==> src/rtl/instruction_execute.sv <==
// instruction_execute: single-issue execute stage with a one-cycle ALU and a 4-cycle multiplier.
// Define LIMB_MUL_LONG_EN to add UMULL/SMULL/UMLAL/SMLAL; otherwise long multiplies retire as no-ops.
module instruction_execute (
    input  logic        clk,
    input  logic        rst,
    input  logic        e_exec,
    input  logic        e_do_cycle,
    input  logic        e_m_ma_cycle,
    input  logic [3:0]  e_dest,
    input  logic [3:0]  e_dest_lo,
    input  logic        e_write_dest_do,
    input  logic        e_write_dest_m,
    input  logic        e_write_cpsr,
    input  logic [31:0] a,
    input  logic [31:0] b,
    input  logic [31:0] c,
    input  logic [31:0] d,
    input  logic [3:0]  opcode,
    input  logic [2:0]  mul_type,
    output logic [31:0] result_o,
    output logic [31:0] result_hi_o,
    output logic        wr_en_o,
    output logic        wr_hi_en_o,
    output logic [3:0]  wr_dest_o,
    output logic [3:0]  wr_dest_hi_o,
    output logic [31:0] cpsr_o,
    output logic        busy_o
);
    typedef enum logic [0:0] {S_IDLE = 1'b0, S_MUL = 1'b1} state_e;

    state_e      state_q;
    logic [1:0]  cnt_q;
    logic        busy_q;
    logic [31:0] result_q, result_hi_q;
    logic        wr_en_q, wr_hi_en_q;
    logic [3:0]  wr_dest_q, wr_dest_hi_q;
    logic [3:0]  nzcv_q;
    logic [31:0] ma_q, mb_q, md_q;
    logic [3:0]  mdest_q;
    logic        macc_q, mwr_q;

    logic        accept_s, mul_go_s, dp_go_s;
    logic [31:0] alu_x_s, alu_y_s, dp_res_s;
    logic        alu_cin_s, arith_s, alu_v_s, no_write_s;
    logic [32:0] alu_sum_s;
    logic [3:0]  nzcv_d;

    assign accept_s   = e_exec & ~busy_q;
    assign dp_go_s    = accept_s & ~e_m_ma_cycle & e_do_cycle;
    assign no_write_s = (opcode[3:2] == 2'b10);

`ifdef LIMB_MUL_LONG_EN
    logic [31:0] mc_q;
    logic [3:0]  mdest_lo_q;
    logic        mlong_q, msigned_q;
    logic [63:0] mul_x_s, mul_y_s, mul_acc_s, mul_sum_s;

    assign mul_go_s  = accept_s & e_m_ma_cycle;
    // Low 64 bits of the product of the extended operands are exact for both signednesses.
    assign mul_x_s   = msigned_q ? {{32{ma_q[31]}}, ma_q} : {32'h0, ma_q};
    assign mul_y_s   = msigned_q ? {{32{mb_q[31]}}, mb_q} : {32'h0, mb_q};
    assign mul_acc_s = ~macc_q ? 64'h0 : (mlong_q ? {mc_q, md_q} : {32'h0, md_q});
    assign mul_sum_s = mul_x_s * mul_y_s + mul_acc_s;
`else
    logic [31:0] mul_sum_s;
    logic        unused_long_s;

    assign mul_go_s      = accept_s & e_m_ma_cycle & ~mul_type[2];
    assign mul_sum_s     = ma_q * mb_q + (macc_q ? md_q : 32'h0);
    assign unused_long_s = ^{c, e_dest_lo, mul_type[1]};
`endif

    // ALU: arithmetic ops share one adder with operand swap/invert and selectable carry-in.
    always_comb begin
        alu_x_s   = a;
        alu_y_s   = b;
        alu_cin_s = 1'b0;
        arith_s   = 1'b1;
        case (opcode)
            4'h2, 4'hA: begin alu_y_s = ~b; alu_cin_s = 1'b1; end
            4'h3:       begin alu_x_s = b; alu_y_s = ~a; alu_cin_s = 1'b1; end
            4'h4, 4'hB: begin alu_cin_s = 1'b0; end
            4'h5:       begin alu_cin_s = nzcv_q[1]; end
            4'h6:       begin alu_y_s = ~b; alu_cin_s = nzcv_q[1]; end
            4'h7:       begin alu_x_s = b; alu_y_s = ~a; alu_cin_s = nzcv_q[1]; end
            default:    begin arith_s = 1'b0; end
        endcase
        alu_sum_s = {1'b0, alu_x_s} + {1'b0, alu_y_s} + {32'h0, alu_cin_s};
        alu_v_s   = (alu_x_s[31] == alu_y_s[31]) & (alu_sum_s[31] != alu_x_s[31]);
        case (opcode)
            4'h0, 4'h8: dp_res_s = a & b;
            4'h1, 4'h9: dp_res_s = a ^ b;
            4'hC:       dp_res_s = a | b;
            4'hD:       dp_res_s = b;
            4'hE:       dp_res_s = a & ~b;
            4'hF:       dp_res_s = ~b;
            default:    dp_res_s = alu_sum_s[31:0];
        endcase
        if (e_write_cpsr) begin
            nzcv_d = {dp_res_s[31], (dp_res_s == 32'h0),
                      arith_s ? alu_sum_s[32] : nzcv_q[1],
                      arith_s ? alu_v_s : nzcv_q[0]};
        end else begin
            nzcv_d = nzcv_q;
        end
    end

    // Control FSM plus all architectural state; write enables default low so they pulse.
    always_ff @(posedge clk or posedge rst) begin
        if (rst) begin
            state_q      <= S_IDLE;
            cnt_q        <= 2'd0;
            busy_q       <= 1'b0;
            result_q     <= 32'h0;
            result_hi_q  <= 32'h0;
            wr_en_q      <= 1'b0;
            wr_hi_en_q   <= 1'b0;
            wr_dest_q    <= 4'h0;
            wr_dest_hi_q <= 4'h0;
            nzcv_q       <= 4'h0;
            ma_q         <= 32'h0;
            mb_q         <= 32'h0;
            md_q         <= 32'h0;
            mdest_q      <= 4'h0;
            macc_q       <= 1'b0;
            mwr_q        <= 1'b0;
`ifdef LIMB_MUL_LONG_EN
            mc_q         <= 32'h0;
            mdest_lo_q   <= 4'h0;
            mlong_q      <= 1'b0;
            msigned_q    <= 1'b0;
`endif
        end else begin
            wr_en_q    <= 1'b0;
            wr_hi_en_q <= 1'b0;
            case (state_q)
                S_IDLE: begin
                    if (mul_go_s) begin
                        state_q <= S_MUL;
                        busy_q  <= 1'b1;
                        cnt_q   <= 2'd0;
                        ma_q    <= a;
                        mb_q    <= b;
                        md_q    <= d;
                        mdest_q <= e_dest;
                        macc_q  <= mul_type[0];
                        mwr_q   <= e_write_dest_m;
`ifdef LIMB_MUL_LONG_EN
                        mc_q       <= c;
                        mdest_lo_q <= e_dest_lo;
                        mlong_q    <= mul_type[2];
                        msigned_q  <= mul_type[1];
`endif
                    end else if (dp_go_s) begin
                        result_q  <= dp_res_s;
                        wr_dest_q <= e_dest;
                        wr_en_q   <= e_write_dest_do & ~no_write_s;
                        nzcv_q    <= nzcv_d;
                    end
                end
                S_MUL: begin
                    if (cnt_q == 2'd3) begin
                        state_q  <= S_IDLE;
                        busy_q   <= 1'b0;
                        cnt_q    <= 2'd0;
                        result_q <= mul_sum_s[31:0];
                        wr_en_q  <= mwr_q;
`ifdef LIMB_MUL_LONG_EN
                        if (mlong_q) begin
                            result_hi_q  <= mul_sum_s[63:32];
                            wr_dest_hi_q <= mdest_q;
                            wr_dest_q    <= mdest_lo_q;
                            wr_hi_en_q   <= mwr_q;
                        end else begin
                            wr_dest_q <= mdest_q;
                        end
`else
                        wr_dest_q <= mdest_q;
`endif
                    end else begin
                        cnt_q <= cnt_q + 2'd1;
                    end
                end
                default: begin
                    state_q <= S_IDLE;
                    busy_q  <= 1'b0;
                    cnt_q   <= 2'd0;
                end
            endcase
        end
    end

    assign result_o     = result_q;
    assign result_hi_o  = result_hi_q;
    assign wr_en_o      = wr_en_q;
    assign wr_hi_en_o   = wr_hi_en_q;
    assign wr_dest_o    = wr_dest_q;
    assign wr_dest_hi_o = wr_dest_hi_q;
    assign cpsr_o       = {nzcv_q, 28'h0};
    assign busy_o       = busy_q;
endmodule
==> config.mk <==
export PLATFORM = sky130hd
export DESIGN_NAME = instruction_execute
export DESIGN_NICKNAME = d
export VERILOG_FILES = /design/src/rtl/instruction_execute.sv
export SDC_FILE = /design/constraint.sdc
export NUM_CORES = 2
export LEC_CHECK = 0
export ABC_AREA = 1
export BUFFER_PORTS_ARGS = -buffer_cell sky130_fd_sc_hd__buf_2
export CORE_ASPECT_RATIO = 1.5
export CORE_MARGIN = 2
export CORE_UTILIZATION = 56
export CTS_CLUSTER_SIZE = 28
export DETAILED_ROUTE_END_ITERATION = 12
export MAX_ROUTING_LAYER = met4
export PLACE_DENSITY = 0.74
export SLEW_MARGIN = 20
export SYNTH_ARGS = -nofsm -noshare
export SYNTH_HDL_FRONTEND = slang
export SYNTH_SLANG_ARGS = --single-unit
==> constraint.sdc <==
create_clock -name clk -period 18.2 [get_ports clk]
set_input_delay 3.64 -clock clk [delete_from_list [all_inputs] [get_ports clk]]
set_output_delay 3.64 -clock clk [all_outputs]
set_load 0.05 [all_outputs]
==> flow_summary.ini <==
[sta]
hold_viol = 0
post-route-period-util = 0.442
final_max_slew_viol_count = 0
setup_tns_ns = 0
worst_pin_slew_ns = 1.02
fin_ws_ns = 10.16
finalSetupViolations = 0
fin_skew_ns = 0.0214
rsz0062_at_grt = no
max_slew_margin = 0.322
fin_crit_ns = 8.04
fmax_mhz = 124

[clocking]
htreeDepth = 4
clk_pin_slew_ns = 0.08
worstSkewPairLatency_ns = 0.47
cts_tree = yes
cts_sinks = 147
clk_path_buf_depth = 2
post_cts_buffers = 0
cts_buffers = 17
cts.root.buffer_cell = clkbuf_16
cts_hold_buffers = 0
cts_resized = 0

[cells_and_area]
fill_cells = 5083
area_growth_pct = 5.31
diodes = 0
layout_commonest_cell = nand2_1
final_cell_mix = nand2_1 (1,174), inv_1 (1,086), fa_1 (440), o21ai_0 (220), ha_1 (188)
fin_area_sq_um = 31100
fin_nets = 4944
drive_gt1_frac = 0.0708

[drt]
wl_um = 92800
vias = 26230
drc = 0
wire_per_inst_um = 19.1
drtIter0Drc = 2174
viasPerCell = 5.40
ant_nets = 0
dr.pass1.iters = 6

[global_route]
grt_overflow_total = 0
use_met1 = 0.418
grt.total_usage = 0.368
antenna_found_initial = 0
grt_pass1_vias = 27448
grt_max_degree = 111
grt.met3_usage = 0.0471
use_met2 = 0.592
grt_pass1_wl_um = 148000
grt_busiest_layer = met2

[synthesis]
synth_top_area_cell = fa_1
synth_top_area_share = 0.298
synth_edf_count = 0
syn_area_sq_um = 29500
synth-main-ff-cell = dfrtp_1
synth_cells = 4131
yosysWarnings = 36
synth_seq_area_share = 0.125
ys_types = 58
netlist_top_cells_area = fa_1 (30%), nand2_1 (15%), inv_1 (14%)
ys_seq_elements = 147
syn_avg_cell_area_sq_um = 7.15
async_flop_share = 1.00

[die]
pin_count = 258
core_area_sq_um = 52300
die_w_um = 191
die_h_um = 285
start_util = 0.564
dieArea_sq_um = 54600
rows = 103

[power_and_ir_drop]
ir_worst_vdd_v = 0.0000664
power_density_nw_per_um2 = 32.5
p_total_mw = 1.01
leakagePower_nw = 19.3

[place]
portBuffers = 155
dp_hpwl_um = 74300
dp_slack_ns = 9.88
place.gp.congestion = 1.12
dpl_cell_area_sq_um = 30500

[setup_path]
path_class = in -> reg
crit_path_start_kind = input port
cp_common_cell = nand2_1
critPathRequiredTime_ns = 18.61
critPathCaptureType = flip-flop
crit_slowest_cell = clkinv_1
max_stage_delay_ns = 0.59
path_max_fanout = 20
critical_path_arrival_ns = 8.45

[hold_path]
holdCritPathClass = reg -> reg

[job]
maxCapViolations = 0

[run_status]
outcome = completed
cell type report:
type,instances,area (sq um),area share
Timing Repair Buffer,199,1110,0.0356
Tap cell,682,853,0.0275
Inverter,1098,4130,0.133
Clock buffer,17,425,0.0137
Sequential cell,147,3680,0.118
Multi-Input combinational cell,2702,20700,0.665
Clock inverter,15,209,0.00672
cells by family after synthesis:
logic type                 Yosys count  synth area share
adders and majority gates          628             0.378
buffers and inverters             1346             0.184
muxes                               38            0.0145
and+or+nand+nor                   1486             0.201
DFF                                147             0.125
xor gates and xnor gates            35            0.0104
AOI/OAI and AO/OA                  450            0.0877
other                                1          0.000127
synth_stat cells, types with 2 or more instances:
library cell	instances
clkbuf_1	118
nand3_1	117
o21ai_0	220
buf_1	15
a211oi_2	2
or2_2	2
buf_2	38
nand2_2	5
o21a_1	4
a31oi_1	8
a211oi_1	16
mux2_2	38
ha_1	188
nand2_1	1175
clkinv_1	7
o221ai_1	30
a21o_1	4
dfrtp_1	147
a21oi_1	112
o21bai_1	5
nor3b_1	3
xnor2_1	13
fa_1	440
o211ai_1	19
nor2_1	117
nand3b_1	7
clkbuf_2	2
nand2_4	2
o21ai_1	6
xor2_1	22
o22ai_1	4
a22o_1	2
nor2_2	3
nor3_1	22
buf_4	68
inv_2	4
buf_6	5
inv_1	1087
nand4_1	28
a21boi_0	2
o2111ai_1	7
sequential cells by signal (all words and copies together) (netlist names), 2 cells and up:
signal	count
wr_dest_o	4
ma_q	32
mdest_q	4
md_q	32
nzcv_q	4
cnt_q	2
result_o	32
mb_q	32
path summary, 6_finish.rpt:
| check | startpoint | endpoint | slack (ns) | cells past startpoint |
|---|---|---|---|---|
| setup / recovery | opcode[1] | nzcv_q[2]$_DFFE_PP0P_ | 10.16 | 26 |
| hold / removal | result_o[22]$_DFFE_PP0P_ | result_o[22]$_DFFE_PP0P_ | 0.48 | 2 |
| setup reg to reg | mb_q[1]$_DFFE_PP0P_ | result_o[29]$_DFFE_PP0P_ | 10.27 | 30 |
| hold reg to reg | result_o[22]$_DFFE_PP0P_ | result_o[22]$_DFFE_PP0P_ | 0.48 | 2 |
| max in group asynchronous | rst | ma_q[28]$_DFFE_PP0P_ | 13.53 | 3 |
| min in group asynchronous | rst | mdest_q[3]$_DFFE_PP0P_ | 3.31 | 2 |
routing by layer:
metal	routed length [um]	part of all wire
met1	33400	0.36
met2	44600	0.48
met3	6330	0.068
met4	8460	0.091
met5	0	0
metrics by stage:
step	instances	util	hold WS, ns
2_1_floorplan	4195	-	0.453
3_3_place_gp	4828	0.582	0.459
3_5_place_dp	4828	0.582	0.462
4_1_cts	4860	0.594	0.486
5_1_grt	4860	0.594	0.502
6_report	4860	0.594	0.484
worst max-delay path, delay by kind of cell:
family	cells	cell delay, ns
fa+ha+maj	2	0.96
simple gates	18	2.23
compound gates	2	0.25
buf+inv	4	1.37
power by group:
| group | switching, mW | internal [mW] |
|---|---|---|
| logic | 0.223 | 0.0781 |
| clock network | 0.184 | 0.200 |
| registers | 0 | 0.326 |
No activity file was read; power rests on OpenSTA's default activity.
